**src/rtl/ps_trigger_pkg.sv**
```systemverilog
// ps_trigger_pkg
// Shared constants and types for the power-supply trigger link framer.
//   K28_1 / K28_5   : K-codes used as start/end-of-packet markers
//   CMD_*_CODE      : default command bytes for trigger and set-point frames
//   frame_state_t   : sequencing states of the frame generator
package ps_trigger_pkg;

    localparam logic [7:0] K28_1         = 8'h3C;
    localparam logic [7:0] K28_5         = 8'hBC;
    localparam logic [7:0] CMD_TRIG_CODE = 8'h70;
    localparam logic [7:0] CMD_SET_CODE  = 8'h40;

    typedef enum logic [2:0] {
        ST_IDLE,
        ST_SOP,
        ST_ADDR,
        ST_CMD,
        ST_PAY,
        ST_CSUM,
        ST_EOP
    } frame_state_t;

endpackage

```
**src/rtl/ps_frame_gen.sv**
```systemverilog
// ps_frame_gen
// Sequenced byte-stream framer for the power-supply trigger link. Emits
// SOP, address, command, PAYLOAD_BYTES payload bytes, an optional XOR
// checksum and EOP towards the 8b/10b serialiser. Trigger pulses take
// priority over handshaked set-point requests.
// Ports:
//   clk, rst_n        : clock, asynchronous active-low reset
//   trig_pulse        : single-cycle trigger request
//   req_valid/ready   : set-point frame request handshake
//   req_addr          : set-point address byte
//   req_payload       : set-point payload, byte 0 in [7:0] sent first
//   tx_data/k/valid   : registered output byte, K-flag and valid
//   tx_ready          : serialiser accepts byte when tx_valid & tx_ready
//   tx_sof/tx_eof     : marks SOP / EOP byte
//   trig_overrun      : one-cycle pulse when a trigger is coalesced
//   frame_cnt         : number of completed frames, wraps
module ps_frame_gen
    import ps_trigger_pkg::*;
#(
    parameter int unsigned PAYLOAD_BYTES = 6,
    parameter bit          CHECKSUM_EN   = 1'b0,
    parameter logic [7:0]  SOP           = K28_1,
    parameter logic [7:0]  EOP           = K28_5,
    parameter logic [7:0]  CMD_TRIG      = CMD_TRIG_CODE,
    parameter logic [7:0]  CMD_SET       = CMD_SET_CODE,
    parameter logic [7:0]  TRIG_ADDR     = 8'h00
) (
    input  logic                         clk,
    input  logic                         rst_n,
    input  logic                         trig_pulse,
    input  logic                         req_valid,
    output logic                         req_ready,
    input  logic [7:0]                   req_addr,
    input  logic [8*PAYLOAD_BYTES-1:0]   req_payload,
    output logic [7:0]                   tx_data,
    output logic                         tx_k,
    output logic                         tx_valid,
    input  logic                         tx_ready,
    output logic                         tx_sof,
    output logic                         tx_eof,
    output logic                         trig_overrun,
    output logic [15:0]                  frame_cnt
);

    localparam int unsigned IDX_W = (PAYLOAD_BYTES > 1) ? $clog2(PAYLOAD_BYTES) : 1;
    localparam logic [IDX_W-1:0] LAST_IDX = IDX_W'(PAYLOAD_BYTES - 1);

    frame_state_t                 state_q, state_d;
    logic [IDX_W-1:0]             idx_q, idx_d;
    logic [7:0]                   addr_q, addr_d;
    logic [7:0]                   cmd_q, cmd_d;
    logic [8*PAYLOAD_BYTES-1:0]   payload_q, payload_d;
    logic [7:0]                   csum_q, csum_d;
    logic                         trig_pending_q, trig_pending_d;
    logic                         trig_overrun_q, trig_overrun_d;
    logic [15:0]                  frame_cnt_q, frame_cnt_d;
    logic [7:0]                   tx_data_q, tx_data_d;
    logic                         tx_k_q, tx_k_d;
    logic                         tx_valid_q, tx_valid_d;
    logic                         tx_sof_q, tx_sof_d;
    logic                         tx_eof_q, tx_eof_d;
    logic                         fire;
    logic                         trig_take;

    always_ff @(posedge clk or negedge rst_n) begin
        if (!rst_n) begin
            state_q        <= ST_IDLE;
            idx_q          <= '0;
            addr_q         <= '0;
            cmd_q          <= '0;
            payload_q      <= '0;
            csum_q         <= '0;
            trig_pending_q <= 1'b0;
            trig_overrun_q <= 1'b0;
            frame_cnt_q    <= '0;
            tx_data_q      <= '0;
            tx_k_q         <= 1'b0;
            tx_valid_q     <= 1'b0;
            tx_sof_q       <= 1'b0;
            tx_eof_q       <= 1'b0;
        end else begin
            state_q        <= state_d;
            idx_q          <= idx_d;
            addr_q         <= addr_d;
            cmd_q          <= cmd_d;
            payload_q      <= payload_d;
            csum_q         <= csum_d;
            trig_pending_q <= trig_pending_d;
            trig_overrun_q <= trig_overrun_d;
            frame_cnt_q    <= frame_cnt_d;
            tx_data_q      <= tx_data_d;
            tx_k_q         <= tx_k_d;
            tx_valid_q     <= tx_valid_d;
            tx_sof_q       <= tx_sof_d;
            tx_eof_q       <= tx_eof_d;
        end
    end

    always_comb begin
        state_d        = state_q;
        idx_d          = idx_q;
        addr_d         = addr_q;
        cmd_d          = cmd_q;
        payload_d      = payload_q;
        csum_d         = csum_q;
        trig_pending_d = trig_pending_q;
        trig_overrun_d = 1'b0;
        frame_cnt_d    = frame_cnt_q;
        tx_data_d      = 8'h00;
        tx_k_d         = 1'b0;
        tx_valid_d     = 1'b0;
        tx_sof_d       = 1'b0;
        tx_eof_d       = 1'b0;

        fire      = tx_valid_q & tx_ready;
        trig_take = (state_q == ST_IDLE) & (trig_pulse | trig_pending_q);

        case (state_q)
            ST_IDLE: begin
                idx_d  = '0;
                csum_d = '0;
                if (trig_take) begin
                    state_d   = ST_SOP;
                    addr_d    = TRIG_ADDR;
                    cmd_d     = CMD_TRIG;
                    payload_d = '0;
                end else if (req_valid) begin
                    state_d   = ST_SOP;
                    addr_d    = req_addr;
                    cmd_d     = CMD_SET;
                    payload_d = req_payload;
                end
            end
            ST_SOP: begin
                if (fire) state_d = ST_ADDR;
            end
            ST_ADDR: begin
                if (fire) begin
                    csum_d  = csum_q ^ addr_q;
                    state_d = ST_CMD;
                end
            end
            ST_CMD: begin
                if (fire) begin
                    csum_d  = csum_q ^ cmd_q;
                    state_d = ST_PAY;
                end
            end
            ST_PAY: begin
                // Payload is shifted down so the byte on the wire is always [7:0].
                if (fire) begin
                    csum_d    = csum_q ^ payload_q[7:0];
                    payload_d = payload_q >> 8;
                    if (idx_q == LAST_IDX) begin
                        state_d = CHECKSUM_EN ? ST_CSUM : ST_EOP;
                    end else begin
                        idx_d = idx_q + 1'b1;
                    end
                end
            end
            ST_CSUM: begin
                if (fire) state_d = ST_EOP;
            end
            ST_EOP: begin
                if (fire) begin
                    state_d     = ST_IDLE;
                    frame_cnt_d = frame_cnt_q + 16'd1;
                end
            end
            default: state_d = ST_IDLE;
        endcase

        // A pulse landing in the consume cycle re-arms pending instead of being lost.
        if (trig_take) begin
            trig_pending_d = trig_pulse & trig_pending_q;
        end else if (trig_pulse) begin
            trig_pending_d = 1'b1;
            trig_overrun_d = trig_pending_q;
        end

        // Output byte is registered from the next state, so stalls hold it naturally.
        tx_valid_d = (state_d != ST_IDLE);
        case (state_d)
            ST_SOP: begin
                tx_data_d = SOP;
                tx_k_d    = 1'b1;
                tx_sof_d  = 1'b1;
            end
            ST_ADDR: tx_data_d = addr_d;
            ST_CMD:  tx_data_d = cmd_d;
            ST_PAY:  tx_data_d = payload_d[7:0];
            ST_CSUM: tx_data_d = csum_d;
            ST_EOP: begin
                tx_data_d = EOP;
                tx_k_d    = 1'b1;
                tx_eof_d  = 1'b1;
            end
            default: tx_data_d = 8'h00;
        endcase
    end

    assign req_ready    = rst_n & (state_q == ST_IDLE) & ~trig_pulse & ~trig_pending_q;
    assign tx_data      = tx_data_q;
    assign tx_k         = tx_k_q;
    assign tx_valid     = tx_valid_q;
    assign tx_sof       = tx_sof_q;
    assign tx_eof       = tx_eof_q;
    assign trig_overrun = trig_overrun_q;
    assign frame_cnt    = frame_cnt_q;

endmodule
```
**config.mk**
```make
export PLATFORM = sky130hd
export DESIGN_NAME = ps_frame_gen
export DESIGN_NICKNAME = d
export VERILOG_FILES = /design/src/rtl/ps_trigger_pkg.sv /design/src/rtl/ps_frame_gen.sv
export SDC_FILE = /design/constraint.sdc
export NUM_CORES = 1
export LEC_CHECK = 0
export ABC_CLOCK_PERIOD_IN_PS = 2050
export BUFFER_PORTS_ARGS = -buffer_cell sky130_fd_sc_hd__buf_2
export CORE_ASPECT_RATIO = 0.6
export CORE_MARGIN = 10
export CORE_UTILIZATION = 35
export CTS_BUF_LIST = sky130_fd_sc_hd__clkbuf_16
export DETAILED_ROUTE_END_ITERATION = 12
export SYNTH_ARGS = -nofsm -noshare
export SYNTH_HDL_FRONTEND = slang
export SYNTH_SLANG_ARGS = --single-unit
```
**constraint.sdc**
```tcl
create_clock -name clk -period 2.05 [get_ports clk]
set_clock_uncertainty 0.15 [all_clocks]
set_input_delay 0.1025 -clock clk [delete_from_list [all_inputs] [get_ports clk]]
set_output_delay 0.1025 -clock clk [all_outputs]
set_load 0.02 [all_outputs]
```
==> impl_table.tex <==
\begin{tabular}{lr}
\hline
Metric & Value \\
\hline
\multicolumn{2}{l}{\textbf{Run status}} \\
Run status & finished with violations \\
Violated checks & setup timing \\
\multicolumn{2}{l}{\textbf{Floorplanning}} \\
Std-Cell Core Area & 13,900 um\^{}2 \\
Number of ports placed on the die boundary & 91 \\
Cell row count & 33 \\
DIE WIDTH & 175 um \\
Initial cell density of the core & 36.2\% \\
Die area & approximately 20,000 um\^{}2 \\
Die Height & 113 um \\
\multicolumn{2}{l}{\textbf{Setup path}} \\
Worst path slowest cell & sky130\_fd\_sc\_hd\_\_a221oi\_1 \\
Cell repeated most along the worst path & sky130\_fd\_sc\_hd\_\_buf\_4 \\
Startpoint of the lowest-slack register-to-register path & state\_q[2]\$\_DFF\_PN0\_ \\
Worst Path Arrival & 2.14 ns \\
Max stage delay on crit path & just under 0.5 ns \\
Required time reported for the critical path endpoint & 2.11 ns \\
CP Capture Type & flop \\
Startpoint type of the worst setup path & flop \\
Worst Setup Path Type & reg2reg \\
Timing startpoint of the critical path & state\_q[2]\$\_DFF\_PN0\_ \\
Biggest fanout along the worst timing path & 12 \\
Cell Chain, Critical Path & buf\_4 -> nand3b\_1 -> nor3b\_4 -> buf\_12 -> buf\_4 -> a221oi\_1 -> o221ai\_2 \\
\multicolumn{2}{l}{\textbf{Timing}} \\
Post-route worst setup slack & -0.0248 ns \\
Slew @ Worst Pin & 0.494 ns \\
Period utilization & 101\% \\
Worst slew margin relative to its limit & 67.1\% \\
Worst hold slack across all endpoints & 0.0453 ns \\
Total count of max-transition violations in the final report & 0 \\
Total Negative Setup Slacks & -0.0442 ns \\
Fmax & 482 MHz \\
Clock period minus final worst setup slack & 2.07 ns \\
Total of endpoints with negative setup slack in the final report & 3 \\
Setup repair after global routing missed its margin & true \\
Fin. Hold Viols & 0 \\
\multicolumn{2}{l}{\textbf{Yosys}} \\
Post-synthesis cell area & 5030 um\^{}2 \\
Post-Syn Nets & 537 \\
Distinct cells, synth & 55 \\
Synthesized flop and latch total & approximately 110 \\
Async set-or-reset flop fraction in the synthesized netlist & 100\% \\
Number of warnings reported in the yosys synthesis log & 0 \\
Number of enable flip-flop cells after synthesis & 0 \\
Cells after Synth & $\sim$470 \\
Post-Syn Area per Cell & 10.6 um\^{}2 \\
Seq/Total Area, Yosys & 53.7\% \\
Post-synth top flop & sky130\_fd\_sc\_hd\_\_dfrtp\_1 \\
\multicolumn{2}{l}{\textbf{Placed design}} \\
Total of buffers placed on input and output ports & 90 \\
Inst Count DP & 778 \\
RePlAce Congestion & slightly below 0.9 \\
Post-detail-place hpwl & 11.3 mm \\
\multicolumn{2}{l}{\textbf{Job}} \\
Count of max-cap constraint violations & 0 \\
\multicolumn{2}{l}{\textbf{CTS}} \\
Clock net sink count & 108 \\
Count of H-tree levels built during CTS & 3 \\
CTS max path bufs & 2 \\
TritonCTS Buffers & 9 \\
Clock-pin slew reported for the worst setup and hold paths after clock tree synthesis & 0.07 ns \\
CTS tree & built \\
Clock latency reported for the late side of the worst-skew pair & about 0.35 ns \\
CTS root buffer & sky130\_fd\_sc\_hd\_\_clkbuf\_16 \\
\multicolumn{2}{l}{\textbf{Finish}} \\
Area growth from synthesis to layout & 43.8\% \\
Fraction of final layout cells sized beyond drive strength 1 & 31.9\% \\
Filler cells & 1,247 \\
Post-route insts no fill & just under 900 \\
Diodes inserted & 0 \\
Final nets & 733 \\
\multicolumn{2}{l}{\textbf{Global routing}} \\
GRT overflow & 0 \\
Number of antenna violations at the first check in global routing & 0 \\
Combined global-route utilization of all metal layers & 16.1\% \\
Pin count of the biggest net entering global routing & 38 \\
First-pass GRT wire length & 25.9 mm \\
Number of global-route vias before repair & 4,709 \\
\multicolumn{2}{l}{\textbf{Power and ir drop}} \\
PD cells & 1260 nW/um\^{}2 \\
Max rail drop VDD & 0.559 mV \\
Post-layout power & 9.08 mW \\
Static Leakage & 3.66 nW \\
\multicolumn{2}{l}{\textbf{Route}} \\
Routed Wire Length & 16.4 mm \\
Vias & 4,747 \\
Initial DRC Count & 527 \\
Detail-routed via count per cell & 5.48 \\
Antenna violation net count after detailed routing & 0 \\
\# DRC & 0 \\
Iteration count of the initial detailed-routing pass & 10 \\
WL/cell & between 15 and 20 um \\
\multicolumn{2}{l}{\textbf{Worst hold path}} \\
Kind of path behind the tightest hold check & in2async \\
\hline
\end{tabular}
## state kept, by name, indices dropped and copies added (netlist names), 3 cells and up
name and cells:
state_q 3, cmd_q 8, idx_q 3, csum_q 8, payload_q 48, addr_q 8
tx_data 8, frame_cnt 16
## final cells by class
type / instances / area (um^2) / area share, %
Sequential cell: 108 / 2700 / 37.4
Multi-Input combinational cell: 283 / 2130 / 29.5
Timing Repair Buffer: 219 / 1700 / 23.5
Tap cell: 192 / 240 / 3.32
Clock buffer: 9 / 225 / 3.11
Inverter: 48 / 183 / 2.53
Clock inverter: 7 / 51.3 / 0.709
## routing by layer
metal	track usage [%]	wire length (um)	up-vias
li1	-	-	2168
met1	22.9	7570	2361
met2	24.1	7330	206
met3	3.78	1340	12
met4	3.77	126	0
met5	0	0	-
## kinds of logic after synthesis
logic type                 synth area share, %
AOI/OAI and AO/OA                         24.1
xor gates and xnor gates                  2.79
adders and majority gates                0.946
buffers and inverters                     6.69
DFF                                       53.7
muxes                                    0.896
and+or+nand+nor                           10.8
## path summary, 6_finish.rpt
path | to | slack, ns | cells after the start
min in group clk | cmd_q[5]$_DFF_PN0_ | 0.06 | 4
max reg2reg | tx_data[1]$_DFF_PN0_ | -0.02 | 7
min reg2reg | csum_q[4]$_DFF_PN0_ | 0.32 | 1
max | tx_data[1]$_DFF_PN0_ | -0.02 | 7
max in group asynchronous | trig_overrun$_DFF_PN0_ | 0.89 | 3
min | payload_q[43]$_DFFE_PN0P_ | 0.05 | 2
## per-stage QoR
| stage | instance area (um^2) | utilization [%] | setup slack, ns |
|---|---|---|---|
| finish | 7230 | 52.1 | -0.0248 |
| global placement | 6040 | 43.6 | -0.175 |
| CTS | 7070 | 51.0 | -0.0160 |
| detailed placement | 6040 | 43.6 | -0.219 |
| floorplan | 5050 | - | 0.00363 |
| global route | 7230 | 52.1 | -0.114 |
## report_power, final
part	switching, mW	internal, mW	leakage [nW]
logic	2.47	2.03	2.06
registers	0.329	2.62	1.46
clock network	0.800	0.831	0.138
total	3.60	5.48	3.66
## worst max-delay path, delay by kind of cell, from the launching register on
kind / cells / cell delay (ns)
and+or+nand+nor: 2 / 0.22
AOI/OAI and AO/OA: 2 / 0.67
DFF: 1 / 0.42
buffers and inverters: 3 / 0.48
## synthesized netlist by cell type (all sizes together) (2+ instances only)
| library cell | count | area, um^2 |
|---|---|---|
| a22oi | 9 | 67.6 |
| o211ai | 6 | 45.0 |
| o21ai | 19 | 95.1 |
| and2 | 9 | 58.8 |
| nor2b | 3 | 18.8 |
| xor2 | 5 | 43.8 |
| o22ai | 3 | 18.8 |
| a22o | 19 | 166 |
| nor3 | 3 | 20.0 |
| a222oi | 38 | 380 |
| a31oi | 9 | 56.3 |
| nand2b | 4 | 25.0 |
| nand2 | 32 | 120 |
| buf | 22 | 109 |
| nor2 | 15 | 56.3 |
| xnor2 | 11 | 96.3 |
| a21oi | 23 | 119 |
| mux2 | 4 | 45.0 |
| a21o | 5 | 37.5 |
| a21boi | 3 | 22.5 |
| nand4 | 4 | 25.0 |
| o31ai | 5 | 37.5 |
| clkbuf | 12 | 45.0 |
| o221ai | 4 | 35.0 |
| or3 | 4 | 30.0 |
| and3 | 8 | 51.3 |
| inv | 48 | 183 |
| ha | 3 | 37.5 |
| a211o | 2 | 17.5 |
| a221oi | 4 | 35.0 |
| dfrtp | 108 | 2700 |
| nand3b | 4 | 30.0 |
| nand3 | 11 | 55.1 |
## repair_timing
item	CTS	global route
endpoints found under the hold margin	167	0
buffers inserted	7	3
hold buffers	59	0
gates resized for setup	26	22
endpoints found under the setup margin	36	52
cloned	1	2
pin swaps	10	8
## cells in the final DEF (no fill, tap or decap), types with 4 or more instances in the layout
cell / count
sky130_fd_sc_hd__nand3b_1: 4
sky130_fd_sc_hd__a21oi_1: 22
sky130_fd_sc_hd__o21ai_1: 5
sky130_fd_sc_hd__nand3_1: 9
sky130_fd_sc_hd__xnor2_1: 11
sky130_fd_sc_hd__clkbuf_16: 10
sky130_fd_sc_hd__and2_1: 7
sky130_fd_sc_hd__dlygate4sd3_1: 59
sky130_fd_sc_hd__nor2_1: 10
sky130_fd_sc_hd__a22oi_1: 7
sky130_fd_sc_hd__xor2_1: 5
sky130_fd_sc_hd__a31oi_1: 8
sky130_fd_sc_hd__and3_1: 7
sky130_fd_sc_hd__mux2_2: 4
sky130_fd_sc_hd__buf_4: 54
sky130_fd_sc_hd__a222oi_1: 38
sky130_fd_sc_hd__dfrtp_1: 107
sky130_fd_sc_hd__inv_1: 45
sky130_fd_sc_hd__o31ai_1: 5
sky130_fd_sc_hd__nand4_1: 4
sky130_fd_sc_hd__o211ai_1: 6
sky130_fd_sc_hd__nand2b_1: 4
sky130_fd_sc_hd__buf_2: 89
sky130_fd_sc_hd__o21ai_0: 14
sky130_fd_sc_hd__a22o_1: 19
sky130_fd_sc_hd__nand2_1: 30
sky130_fd_sc_hd__buf_6: 9
sky130_fd_sc_hd__a21o_1: 5
sky130_fd_sc_hd__buf_12: 5
Note: power is estimated with default switching activity, not from simulation.
